`config.mk`:
```
export PLATFORM = sky130hd
export DESIGN_NAME = fifo_mac_engine
export DESIGN_NICKNAME = d
export VERILOG_FILES = /design/src/rtl/fifo_mac_pkg.sv /design/src/rtl/mac_unit.sv /design/src/rtl/fifo_mac_engine.sv
export SDC_FILE = /design/constraint.sdc
export NUM_CORES = 2
export LEC_CHECK = 0
export CORE_MARGIN = 2
export CORE_UTILIZATION = 45
export CTS_BUF_LIST = sky130_fd_sc_hd__clkbuf_8
export CTS_CLUSTER_DIAMETER = 150
export DETAILED_ROUTE_END_ITERATION = 7
export PLACE_DENSITY = 0.65
export SYNTH_ARGS = -nofsm -noshare
export SYNTH_HDL_FRONTEND = slang
export SYNTH_SLANG_ARGS = --single-unit
```
`constraint.sdc`:
```
create_clock -name clk -period 6.05 [get_ports clk]
set_input_delay 1.21 -clock clk [delete_from_list [all_inputs] [get_ports clk]]
set_output_delay 1.21 -clock clk [all_outputs]
set_load 0.02 [all_outputs]
```
`src/rtl/fifo_mac_pkg.sv`:
```
// Shared types and default sizing for the FIFO-fed matrix-vector MAC engine.
package fifo_mac_pkg;

  typedef enum logic [1:0] {
    ST_IDLE  = 2'd0,
    ST_RUN   = 2'd1,
    ST_DRAIN = 2'd2
  } state_e;

  localparam int DEF_NUM_ROWS   = 8;
  localparam int DEF_DEPTH      = 8;
  localparam int DEF_DATA_WIDTH = 8;
  localparam int DEF_ACC_WIDTH  = 24;

  // One FIFO per matrix row plus the shared vector FIFO.
  function automatic int num_fifos(input int num_rows);
    return num_rows + 1;
  endfunction

endpackage

```
`src/rtl/mac_unit.sv`:
```
// One multiply-accumulate lane: unsigned product, zero-extended, accumulator wraps at ACC_WIDTH.
module mac_unit
  import fifo_mac_pkg::*;
#(
  parameter int DATA_WIDTH = DEF_DATA_WIDTH,
  parameter int ACC_WIDTH  = DEF_ACC_WIDTH
) (
  input  logic                  clk,
  input  logic                  rst_n,
  input  logic                  i_clr,
  input  logic                  i_en,
  input  logic [DATA_WIDTH-1:0] i_a,
  input  logic [DATA_WIDTH-1:0] i_b,
  output logic [ACC_WIDTH-1:0]  o_acc
);

  logic [2*DATA_WIDTH-1:0] w_prod;
  logic [ACC_WIDTH-1:0]    r_acc;

  assign w_prod = (2*DATA_WIDTH)'(i_a) * (2*DATA_WIDTH)'(i_b);

  always_ff @(posedge clk or negedge rst_n) begin
    if (!rst_n) begin
      r_acc <= '0;
    end else if (i_clr) begin
      r_acc <= '0;
    end else if (i_en) begin
      r_acc <= r_acc + ACC_WIDTH'(w_prod);
    end else begin
      r_acc <= r_acc;
    end
  end

  assign o_acc = r_acc;

endmodule

```
`src/rtl/fifo_mac_engine.sv`:
```
// Drains NUM_ROWS row FIFOs and one vector FIFO into per-row MACs (C = A*B).
// Build option: define SYSTOLIC_SKEW_EN to stagger row pops and pipe B through a skew chain.
module fifo_mac_engine
  import fifo_mac_pkg::*;
#(
  parameter int  NUM_ROWS   = DEF_NUM_ROWS,
  parameter int  DEPTH      = DEF_DEPTH,
  parameter int  DATA_WIDTH = DEF_DATA_WIDTH,
  parameter int  ACC_WIDTH  = DEF_ACC_WIDTH,
  localparam int NUM_FIFOS  = num_fifos(NUM_ROWS)
) (
  input  logic                            clk,
  input  logic                            rst_n,
  input  logic                            start,
  input  logic [NUM_FIFOS-1:0]            fifo_empty,
  input  logic [NUM_FIFOS*DATA_WIDTH-1:0] fifo_rdata,
  output logic [NUM_FIFOS-1:0]            fifo_ren,
  output logic [NUM_ROWS*ACC_WIDTH-1:0]   result,
  output logic                            busy,
  output logic                            done,
  output logic                            error
);

`ifdef SYSTOLIC_SKEW_EN
  localparam int RUN_LEN = DEPTH + NUM_ROWS - 1;
  localparam bit SKEW    = 1'b1;
`else
  localparam int RUN_LEN = DEPTH;
  localparam bit SKEW    = 1'b0;
`endif
  // DRAIN covers the last accumulate plus the cycle that publishes done.
  localparam int               CNT_W      = $clog2(RUN_LEN + 2);
  localparam logic [CNT_W-1:0] RUN_LAST   = CNT_W'(RUN_LEN - 1);
  localparam logic [CNT_W-1:0] DRAIN_LAST = CNT_W'(RUN_LEN + 1);

  state_e                r_state;
  state_e                w_state_nxt;
  logic [CNT_W-1:0]      r_cnt;
  logic [NUM_FIFOS-1:0]  r_req;
  logic [NUM_FIFOS-1:0]  w_req_nxt;
  logic                  r_busy;
  logic                  r_done;
  logic                  r_error;
  logic                  w_start_acc;
  logic                  w_drain_end;
  logic                  w_uflow;
  logic [DATA_WIDTH-1:0] w_b_head;

  function automatic int pop_offset(input int j);
    return (SKEW && (j < NUM_ROWS)) ? j : 0;
  endfunction

  // FSM state register.
  always_ff @(posedge clk or negedge rst_n) begin
    if (!rst_n) begin
      r_state <= ST_IDLE;
    end else begin
      r_state <= w_state_nxt;
    end
  end

  // FSM next state; start is only honoured from IDLE.
  always_comb begin
    w_state_nxt = r_state;
    w_start_acc = 1'b0;
    w_drain_end = 1'b0;
    case (r_state)
      ST_IDLE: begin
        if (start) begin
          w_state_nxt = ST_RUN;
          w_start_acc = 1'b1;
        end else begin
          w_state_nxt = ST_IDLE;
        end
      end
      ST_RUN: begin
        if (r_cnt == RUN_LAST) begin
          w_state_nxt = ST_DRAIN;
        end else begin
          w_state_nxt = ST_RUN;
        end
      end
      ST_DRAIN: begin
        if (r_cnt == DRAIN_LAST) begin
          w_state_nxt = ST_IDLE;
          w_drain_end = 1'b1;
        end else begin
          w_state_nxt = ST_DRAIN;
        end
      end
      default: begin
        w_state_nxt = ST_IDLE;
      end
    endcase
  end

  // Pop window decode: FIFO j requests for DEPTH cycles starting at its offset.
  always_comb begin
    w_req_nxt = '0;
    for (int j = 0; j < NUM_FIFOS; j++) begin
      if ((r_state == ST_RUN) && (int'(r_cnt) >= pop_offset(j)) &&
          (int'(r_cnt) < pop_offset(j) + DEPTH)) begin
        w_req_nxt[j] = 1'b1;
      end else begin
        w_req_nxt[j] = 1'b0;
      end
    end
  end

  assign w_uflow  = |(r_req & fifo_empty);
  assign fifo_ren = r_req & ~fifo_empty;

  // Cycle counter, pop requests and status flags.
  always_ff @(posedge clk or negedge rst_n) begin
    if (!rst_n) begin
      r_cnt   <= '0;
      r_req   <= '0;
      r_busy  <= 1'b0;
      r_done  <= 1'b0;
      r_error <= 1'b0;
    end else if (w_start_acc) begin
      r_cnt   <= '0;
      r_req   <= '0;
      r_busy  <= 1'b1;
      r_done  <= 1'b0;
      r_error <= 1'b0;
    end else begin
      r_cnt   <= (r_state == ST_IDLE) ? r_cnt : r_cnt + CNT_W'(1);
      r_req   <= w_req_nxt;
      r_busy  <= r_busy & ~w_drain_end;
      r_done  <= r_done | w_drain_end;
      r_error <= r_error | w_uflow;
    end
  end

  // An empty vector FIFO contributes a zero operand.
  assign w_b_head = (r_req[NUM_ROWS] && !fifo_empty[NUM_ROWS]) ?
                    fifo_rdata[NUM_ROWS*DATA_WIDTH +: DATA_WIDTH] : '0;

`ifdef SYSTOLIC_SKEW_EN
  logic [DATA_WIDTH-1:0] r_bchain [NUM_ROWS-1];

  // B skew chain: stage s feeds row s+1 one cycle after row s.
  always_ff @(posedge clk or negedge rst_n) begin
    if (!rst_n) begin
      for (int s = 0; s < NUM_ROWS - 1; s++) begin
        r_bchain[s] <= '0;
      end
    end else begin
      r_bchain[0] <= w_b_head;
      for (int s = 1; s < NUM_ROWS - 1; s++) begin
        r_bchain[s] <= r_bchain[s-1];
      end
    end
  end
`endif

  for (genvar i = 0; i < NUM_ROWS; i++) begin : g_row
    logic [DATA_WIDTH-1:0] w_a;
    logic [DATA_WIDTH-1:0] w_b;
    logic [ACC_WIDTH-1:0]  w_acc;

    assign w_a = fifo_empty[i] ? '0 : fifo_rdata[i*DATA_WIDTH +: DATA_WIDTH];
`ifdef SYSTOLIC_SKEW_EN
    if (i == 0) begin : g_head
      assign w_b = w_b_head;
    end else begin : g_tap
      assign w_b = r_bchain[i-1];
    end
`else
    assign w_b = w_b_head;
`endif

    mac_unit #(
      .DATA_WIDTH (DATA_WIDTH),
      .ACC_WIDTH  (ACC_WIDTH)
    ) u_mac (
      .clk   (clk),
      .rst_n (rst_n),
      .i_clr (w_start_acc),
      .i_en  (r_req[i]),
      .i_a   (w_a),
      .i_b   (w_b),
      .o_acc (w_acc)
    );

    assign result[i*ACC_WIDTH +: ACC_WIDTH] = w_acc;
  end

  assign busy  = r_busy;
  assign done  = r_done;
  assign error = r_error;

endmodule

```
==> results.tsv <==
metric	value	unit
status	finished clean	
worst_slew_pin_slew	925.4	ps
dp_hpwl	74.42	mm
peakVddDrop	0.1782	mV
clkTransAtPathRegs	70	ps
core	67160	µm²
arrival	6300	ps
synthDistinctLibCells	76	
regArea	5059	µm²
nets	5124	
max-cap-violations	0	
cellPowerDensity	363.0	nW/µm²
r2r_slack	620	ps
placedCellCount	5130	
synth_warnings	0	
nFillCells	5984	
path_class	in -> reg	
grt_overflow_total	0	
min_path_type	reg -> reg	
r2r_cells	23	
antenna_found_initial	9	
fin_worst_hold_slack	478.4	ps
max_freq	173.5	MHz
drt_iter0_drc	1572	
clockBufferDepth	3	
worstHoldStart	r_state[1]$_DFF_PN0_	
startpoint	fifo_rdata[67]	
syn_area_per_cell	8.368	µm²
numCtsBuffers	43	
ctsHtreeMaxLevel	2	
via_per_inst	5.113	
ant_nets	0	
wl_per_cell	17.57	µm
layoutNonFillerInstCount	5221	
synth_top_area_frac	0.2628	
finalCriticalPeriod	5764	ps
power.net_switching	6.751	mW
pwr-share-seq	0.169	
synth-edff-count	0	
total_leakage_power	20.57	nW
syn_to_final_growth	27.65	%
grt_use_total	0.2693	
syn-instance-count	3642	
cp_data_required_time	6580	ps
rsz0062_at_grt	no	
ios	288	
crit_end	g_row[5].u_mac.o_acc[19]$_DFFE_PN0P_	
yosys.area.top_type	fa_1	
start_util	0.4538	
skew	26.90	ps
grt_max_degree	78	
cp-start-kind	input pin	
max_slew_margin	0.3816	
dieHeight	264.2	µm
multi_input_area	22020	µm²
hold_violations	0	
cts_hold_buffers	0	
clockPowerShare	0.123	
p_int	7.370	mW
power_frac_comb	0.708	
worstReg2RegStart	r_req[7]$_DFF_PN0_	
critical_path.max_fanout	7	
drtPass1Iterations	5	
placed_area	37760	µm²
setup_viol	0	
gp_congestion	0.9099	
ys_seq_area_frac	0.1659	
drc	0	
clock_sinks	202	
ys_ff_latch	202	
cts_root_buf	clkbuf_8	
finalPower	14.12	mW
netlist_area	30480	µm²
synthArstFlopShare	1.000	
switching_share	0.4781	
drt-total-wl	91.73	mm
grt_pass1_vias	27380	
clk_latency	650	ps
cts_tree	done	
synth_nets	4456	
synthFlopType	dfrtp_1	
slew_viol_final	0	
die_area	69820	µm²
vias	26700	
grt_pass1_wl	148.1	mm
dieWidth	264.2	µm
io_buffers	287	
rr_endpoint	g_row[7].u_mac.o_acc[17]$_DFFE_PN0P_	
cp-end-kind	flop	
finalInstanceArea	38900	µm²
rows	95	
layout-drive-gt1-share	0.1327	
synth_area_leaders	fa_1 (26%), dfrtp_1 (17%), ha_1 (14%)	
period_share	0.9527	
metal layers:
layer | track usage | wire length, µm | vias up
met2 | 0.4457 | 43270 | 670
met4 | 0.07893 | 2684 | 6
met1 | 0.3584 | 40410 | 13130
met5 | 0 | 38 | -
met3 | 0.05229 | 5339 | 139
li1 | - | - | 12750
flip-flops by register name, indices dropped and copies added (netlist names):
register           cells
g_row.u_mac.o_acc    192
r_state                2
r_cnt                  4
done                   1
busy                   1
r_req                  1
error                  1
worst min path at each step:
stage                                 to  cells after the start
finish              r_state[0]$_DFF_PN0_                      1
global route        r_state[0]$_DFF_PN0_                      1
CTS                 r_state[0]$_DFF_PN0_                      1
detailed placement  r_state[0]$_DFF_PN0_                      1
global placement    r_state[0]$_DFF_PN0_                      1
floorplan           r_state[0]$_DFF_PN0_                      1
Yosys cell counts, types with 83 or more instances:
cell type  number
a21oi_1       126
o21ai_0        85
mux2i_1        83
nand2b_1       83
clkbuf_1       98
inv_1         801
nor2_1        469
dfrtp_1       202
nor2b_1        85
ha_1          330
fa_1          400
nand2_1       337
stage by stage:
stage / setup WS [ps] / TNS [ps] / util
final: 286.1 / 0 / 0.5793
after global routing: 78.63 / 0 / 0.5793
after CTS: 197.2 / 0 / 0.5767
after detailed placement: -481.3 / -32820 / 0.5623
after global placement: -410.0 / -27360 / 0.5623
after floorplan: 69.11 / 0 / -
kinds of logic after synthesis:
family                   after synthesis  synth area share
flip-flops                           202            0.1659
AO/OA/AOI/OAI                        461            0.1010
buffers and inverters                923            0.1143
adder cells (fa/ha/maj)              730            0.3982
multiplexers                          84           0.02763
AND/OR/NAND/NOR                     1177            0.1743
XOR/XNOR                              65           0.01868
power groups by stage:
stage                     clock network [mW]  registers, mW  logic [mW]
after floorplan                            0           2.69        5.58
final                                   1.74           2.38        10.0
after global placement                     0           2.40        9.72
after global routing                    1.85           2.43        11.2
after CTS                               1.79           2.39        10.0
after detailed placement                   0           2.40        9.92
final cells by class:
type | count | area share
multi-input cells | 2517 | 0.5662
clock buffers | 52 | 0.01840
well taps | 873 | 0.02808
flip-flops and latches | 202 | 0.1300
clock inverters | 24 | 0.006497
repair buffers | 745 | 0.1730
diodes | 7 | 0.0004503
inverters | 801 | 0.07735
critical path, cell delays in order:
cell             delay [ps]
clkdlybuf4s50_1         620
and2_1                  210
buf_4                   170
buf_4                   170
nand2_1                  80
fa_1                    500
fa_1                    540
inv_1                    60
fa_1                    480
inv_1                    50
fa_1                    480
inv_1                    40
ha_1                    290
o21a_1                  140
o31ai_1                 110
a211o_1                 370
nand4b_1                160
a41o_1                  300
a31oi_1                 110
a41o_1                  220
what timing repair did:
item                       CTS  global route
buffers inserted             0             6
gates resized for setup      0            17
setup endpoints to repair    0            35
layout by cell type (no fill, tap or decap), types with 84 or more instances in the layout:
cell | netlist | layout
inv_1 | 801 | 808
nor2_1 | 469 | 465
buf_4 | 0 | 426
fa_1 | 400 | 400
nand2_1 | 337 | 330
ha_1 | 330 | 330
clkdlybuf4s50_1 | 0 | 284
dfrtp_1 | 202 | 201
a21oi_1 | 126 | 124
nor2b_1 | 85 | 84
No activity file was read; power rests on OpenSTA's default activity.
